## src/rtl/pipe_skid_reg_pkg.sv

```systemverilog
// Shared types and default constants for the pipe_skid_reg slice.
package pipe_pkg;

    typedef enum logic [1:0] {
        EMPTY = 2'd0,
        BUSY  = 2'd1,
        FULL  = 2'd2
    } state_t;

    localparam int DEF_DW             = 32;
    localparam int DEF_CW             = 8;
    localparam bit DEF_CLEAR_ON_FLUSH = 1'b1;
    localparam int INC_W              = 2;

endpackage

```

## src/rtl/pipe_skid_reg_if.sv

```systemverilog
// Valid/ready handshake bundle for both sides of the skid stage.
interface pipe_skid_reg_if
    import pipe_pkg::*;
#(
    parameter int DW = DEF_DW
) ();

    logic          in_valid;
    logic [DW-1:0] in_data;
    logic          in_ready;
    logic          out_valid;
    logic [DW-1:0] out_data;
    logic          out_ready;

    // master: the environment around the stage; slave: the stage itself
    modport master (
        output in_valid, in_data, out_ready,
        input  in_ready, out_valid, out_data
    );

    modport slave (
        input  in_valid, in_data, out_ready,
        output in_ready, out_valid, out_data
    );

endinterface

```

## src/rtl/pipe_skid_reg_sat_counter.sv

```systemverilog
// Saturating up-counter: adds 0..3 per cycle and sticks at all-ones.
module sat_counter
    import pipe_pkg::*;
#(
    parameter int CW = DEF_CW
) (
    input  logic             clk,
    input  logic             rst_n,
    input  logic [INC_W-1:0] inc,
    output logic [CW-1:0]    count
);

    logic [CW+INC_W-1:0] sum;

    always_comb begin
        sum = {{INC_W{1'b0}}, count} + {{CW{1'b0}}, inc};
    end

    always_ff @(posedge clk or negedge rst_n) begin
        if (!rst_n) begin
            count <= '0;
        end else if (sum[CW+INC_W-1:CW] != '0) begin
            count <= '1;
        end else begin
            count <= sum[CW-1:0];
        end
    end

endmodule

```

## src/rtl/pipe_skid_reg.sv

```systemverilog
// Two-entry pipeline register (main + skid) with registered in_ready/out_valid,
// synchronous flush and a saturating count of entries killed by flush.
module pipe_skid_reg
    import pipe_pkg::*;
#(
    parameter int          DW             = DEF_DW,
    parameter logic [DW-1:0] BUBBLE       = '0,
    parameter bit          CLEAR_ON_FLUSH = DEF_CLEAR_ON_FLUSH,
    parameter int          CW             = DEF_CW
) (
    input  logic                   clk,
    input  logic                   rst_n,
    input  logic                   flush,
    pipe_skid_reg_if.slave         bus,
    output logic [CW-1:0]          drop_cnt
);

    state_t           state_q, state_d;
    logic [DW-1:0]    main_q, main_d;
    logic [DW-1:0]    skid_q, skid_d;
    logic             in_ready_q;
    logic             out_valid_q;
    logic             in_fire;
    logic             out_fire;
    logic [INC_W-1:0] held;
    logic [INC_W-1:0] drop_inc;

    assign in_fire       = bus.in_valid & in_ready_q;
    assign out_fire      = out_valid_q & bus.out_ready;
    assign bus.in_ready  = in_ready_q;
    assign bus.out_valid = out_valid_q;
    assign bus.out_data  = main_q;

    always_comb begin
        // NOTE: defaults first so every path assigns every signal -- no latches.
        state_d = state_q;
        main_d  = main_q;
        skid_d  = skid_q;
        if (flush) begin
            state_d = EMPTY;
            if (CLEAR_ON_FLUSH) begin
                main_d = BUBBLE;
                skid_d = BUBBLE;
            end
        end else begin
            unique case (state_q)
                EMPTY: begin
                    if (in_fire) begin
                        state_d = BUSY;
                        main_d  = bus.in_data;
                    end
                end
                BUSY: begin
                    if (in_fire && out_fire) begin
                        main_d = bus.in_data;
                    end else if (in_fire) begin
                        state_d = FULL;
                        skid_d  = bus.in_data;
                    end else if (out_fire) begin
                        state_d = EMPTY;
                    end
                end
                FULL: begin
                    if (out_fire) begin
                        state_d = BUSY;
                        main_d  = skid_q;
                    end
                end
                default: state_d = EMPTY;
            endcase
        end
    end

    // Entries lost on flush: those held, minus one delivered, plus one arriving.
    always_comb begin
        held     = (state_q == FULL) ? 2'd2 : (state_q == BUSY) ? 2'd1 : 2'd0;
        drop_inc = '0;
        if (flush) begin
            drop_inc = held + {1'b0, in_fire} - {1'b0, out_fire};
        end
    end

    always_ff @(posedge clk or negedge rst_n) begin
        // NOTE: data registers are reset too, so out_data is BUBBLE, never X, after reset.
        if (!rst_n) begin
            state_q     <= EMPTY;
            main_q      <= BUBBLE;
            skid_q      <= BUBBLE;
            in_ready_q  <= 1'b1;
            out_valid_q <= 1'b0;
        end else begin
            // NOTE: non-blocking so every register samples pre-edge values.
            state_q     <= state_d;
            main_q      <= main_d;
            skid_q      <= skid_d;
            in_ready_q  <= (state_d != FULL);
            out_valid_q <= (state_d != EMPTY);
        end
    end

    sat_counter #(.CW(CW)) u_drop_cnt (
        .clk   (clk),
        .rst_n (rst_n),
        .inc   (drop_inc),
        .count (drop_cnt)
    );

endmodule

```

## src/flat_wrapper.sv

```systemverilog
// flat-port wrapper written by rule: the top's interface ports become plain ports
module pipe_skid_reg_flat import pipe_pkg::*;
#(
    parameter int          DW             = DEF_DW,
    parameter logic [DW-1:0] BUBBLE       = '0,
    parameter bit          CLEAR_ON_FLUSH = DEF_CLEAR_ON_FLUSH,
    parameter int          CW             = DEF_CW
)
  (clk, rst_n, flush, drop_cnt, bus_in_valid, bus_in_data, bus_out_ready, bus_in_ready, bus_out_valid, bus_out_data);
  pipe_skid_reg_if #(.DW(DW)) bus_i ();
  input  logic clk;
  input  logic rst_n;
  input  logic flush;
  output logic [CW-1:0] drop_cnt;
  input wire logic [$bits(bus_i.in_valid)-1:0] bus_in_valid;
  input wire logic [$bits(bus_i.in_data)-1:0] bus_in_data;
  input wire logic [$bits(bus_i.out_ready)-1:0] bus_out_ready;
  output wire logic [$bits(bus_i.in_ready)-1:0] bus_in_ready;
  output wire logic [$bits(bus_i.out_valid)-1:0] bus_out_valid;
  output wire logic [$bits(bus_i.out_data)-1:0] bus_out_data;
  assign bus_i.in_valid = bus_in_valid;
  assign bus_i.in_data = bus_in_data;
  assign bus_i.out_ready = bus_out_ready;
  assign bus_in_ready = bus_i.in_ready;
  assign bus_out_valid = bus_i.out_valid;
  assign bus_out_data = bus_i.out_data;
  pipe_skid_reg #(.DW(DW), .BUBBLE(BUBBLE), .CLEAR_ON_FLUSH(CLEAR_ON_FLUSH), .CW(CW)) u_core (.clk(clk), .rst_n(rst_n), .flush(flush), .bus(bus_i), .drop_cnt(drop_cnt));
endmodule
```

## config.mk

```make
export PLATFORM = sky130hd
export DESIGN_NAME = pipe_skid_reg_flat
export DESIGN_NICKNAME = d
export VERILOG_FILES = /design/src/rtl/pipe_skid_reg_pkg.sv /design/src/rtl/pipe_skid_reg_if.sv /design/src/rtl/pipe_skid_reg_sat_counter.sv /design/src/rtl/pipe_skid_reg.sv /design/src/flat_wrapper.sv
export SDC_FILE = /design/constraint.sdc
export NUM_CORES = 1
export LEC_CHECK = 0
export BUFFER_PORTS_ARGS = -buffer_cell sky130_fd_sc_hd__buf_2
export CAP_MARGIN = 20
export CELL_PAD_IN_SITES_DETAIL_PLACEMENT = 0
export CELL_PAD_IN_SITES_GLOBAL_PLACEMENT = 2
export CORE_UTILIZATION = 38
export CTS_CLUSTER_SIZE = 20
export DETAILED_ROUTE_END_ITERATION = 10
export PLACE_DENSITY_LB_ADDON = 0.15
export SLEW_MARGIN = 0
export SYNTH_ARGS = -nofsm -noshare
export SYNTH_HDL_FRONTEND = slang
export SYNTH_SLANG_ARGS = --single-unit
```

## constraint.sdc

```tcl
create_clock -name clk -period 4.72 [get_ports clk]
set_clock_uncertainty 0.1 [all_clocks]
set_input_delay 0.472 -clock clk [delete_from_list [all_inputs] [get_ports clk]]
set_output_delay 0.472 -clock clk [all_outputs]
set_load 0.05 [all_outputs]
```

==> run metrics <==
Remaining Overflow, GRT 0; final core utilization 47.2%; ys async rst share between 90% and 100%; met2 layer usage reported by global route 27.5%; Layout Nets 443; initial antenna violation count 0; worst-path fanout max 6; Post-synth EDFFs 0; post-route antenna net violation count 0; die area around 0.01 mm2; r2r startpoint u_core.bus.in_ready$_DFF_PN1_; DP HPWL just over 5000 um; area leader, netlist dfrtp_1; CP Capture Type register; Pre-antenna DRT Iters 4; via count roughly 2,700; status finished with violations; max-slew violation count 0; hold_ws -0.0232 ns; Clock Sinks between 70 and 80; CTS Root Cell clkbuf_8; Worst VDD drop 0.295 mV; hold-fix buffers at CTS 0; met3 Track Usage GR between 3 and 4%; post-place setup slack around 1.5 ns; Crit Path Class reg2reg; max cap viols 0; Synth cell types 38; CTS tree done; Critical Path Source Type register; first-pass GRT wire length 13,800 um; Fin. Hold Viols 11; main flop type after synthesis dfrtp_1; Reg2Reg Setup Slack ~1.6 ns; clock latency on the worst-skew pair 0.35 ns; syn nets between 300 and 400; worst-margin pin slew 0.822 ns; FF-to-FF End u_core.u_drop_cnt.count[3]$_DFF_PN0_; Reg clk slew, reported paths 0.09 ns; CTS resizes 0; Area contributors post-synth dfrtp_1 50%, o2bb2ai_2 11%, mux2i_1 8.5%, nand2_1 7.1%, a21oi_1 4.9%; Final period util between 60% and 70%; post-route setup TNS 0 ns; final wirelength 8460 um; Worst setup endpoint u_core.u_drop_cnt.count[3]$_DFF_PN0_; Die X between 100 and 150 um; CTS Buf Count 9; Antenna Cells 0; initial DRC count 55; Setup Buffers After CTS 0; number of global-route vias before repair 2,681; fin crit period 3.10 ns; final setup vio count 0; failing checks hold timing; num ports ~80; register area share after synthesis 50.7%; layout cells sized above 1 33.8%; core area 0.00942 mm2; vias per std cell 5.02; Worst Path Arrival between 3 and 4 ns; P_leak 2.01 nW; post-synthesis register bit count 76; Slew Limit Headroom a little under half; port bufs 78; synthesized area 0.00375 mm2; global placement routability congestion 0.783; DRC 0; die height ~100 um; CP required between 4 and 5 ns; drt wl/cell 15.9 um; total track usage 17.9%; Avg Inst Size Synth 11.6 um2; largest net degree at the start of global routing 77; area share of the largest cell type after synthesis 50.0%; buffer levels on the longest clock path 2; met1 Usage GRT 24.8%; Power Density 457 mW/mm2; Ys Warns 0; site row count 35; Worst Setup SP u_core.bus.in_ready$_DFF_PN1_; Area Overhead vs Synth 18.3%; worst r2r path cells 11; Initial Utilization 39.9%; worst setup margin 1.62 ns; busiest grt layer met2; f_max 323 MHz; Post-Syn Instances between 300 and 400; CTS HTree Levels 3; RSZ-0062 raised after global routing false; hold crit path type in2async
==> sequential cells by signal, summed over array words and instances (netlist names) <==
name                     count
u_core.bus.out_valid         1
u_core.bus.out_data         32
u_core.state_q               2
u_core.bus.in_ready          1
u_core.u_drop_cnt.count      8
u_core.skid_q               32
==> cells by family after synthesis <==
family	share of synthesized area [%]
xor gates and xnor gates	0.933
and+or+nand+nor	10.8
muxes	8.83
buffers and inverters	4.23
adders and majority gates	3.20
DFF	50.7
AOI/OAI and AO/OA	21.3
==> critical path, cell delays in order, from the launching register on <==
cell and delay [ns]:
dfstp_2 0.59, nand2_2 0.10, inv_1 0.07, ha_1 0.22, ha_1 0.19, xor2_1 0.15, xnor2_1 0.23, nand2_1 0.11
fa_1 0.51, and4b_1 0.36, nand4_1 0.24, o21ai_0 0.14
==> Yosys cell counts (4+ instances only) <==
library cell / n
mux2i_1: 32
clkbuf_1: 8
dfrtp_1: 75
ha_1: 8
nor2_1: 4
and2_1: 4
buf_6: 6
a21oi_1: 37
o21ai_0: 6
buf_2: 7
nand2_1: 71
inv_1: 7
o2bb2ai_2: 28
==> power by group <==
group	total, mW	internal (mW)	switching, mW
clock	0.551	0.298	0.252
combinational	0.657	0.181	0.476
sequential	0.821	0.739	0.0812
total	2.03	1.22	0.810
==> layer usage <==
layer,wire length [um],up-vias,part of all wire [%]
met5,0,-,0
met4,116,0,1.4
met3,293,9,3.5
met2,3880,52,46
met1,4170,1313,49
li1,-,1290,-
==> worst min path at each step <==
stage | to | slack, ns | depth (start not counted)
6_report | u_core.bus.out_data[2]$_DFFE_PN0P_ | -0.02 | 1
5_1_grt | u_core.bus.out_data[2]$_DFFE_PN0P_ | 0.008 | 1
4_1_cts | u_core.bus.out_data[2]$_DFFE_PN0P_ | 0.22 | 1
3_5_place_dp | u_core.bus.out_data[15]$_DFFE_PN0P_ | 0.37 | 1
3_3_place_gp | u_core.bus.out_data[14]$_DFFE_PN0P_ | 0.37 | 1
2_1_floorplan | u_core.bus.out_data[0]$_DFFE_PN0P_ | 0.08 | 0
==> placed cells by master (no fill, tap or decap), types with 3 or more instances in the layout <==
cell type  count
dfrtp_1       75
ha_1           7
and2_1         4
buf_2         77
buf_4          4
inv_1          7
clkbuf_8       9
mux2i_1       32
o21ai_0        6
nor2_1         4
a21oi_1       37
nand2_1       71
o2bb2ai_2     28
xor2_1         3
==> cell type report <==
cell class / count / area, um2
sequential: 76 / 1900
multi-input combinational: 221 / 1700
timing repair buffer: 82 / 435
clock buffer: 10 / 128
fill: 888 / 4970
inverter: 7 / 26.3
tap: 129 / 161
clock inverter: 6 / 86.3
==> through the flow <==
step                power, mW  area, um2  hold WS, ns  cells
finish                   2.03       4440      -0.0232    531
global route             2.13       4440      0.00848    531
CTS                      2.05       4420        0.215    530
detailed placement       1.50       4210        0.375    514
global placement         1.49       4210        0.367    514
floorplan                1.33       3750       0.0764    325
(Power assumes the default switching activity.)
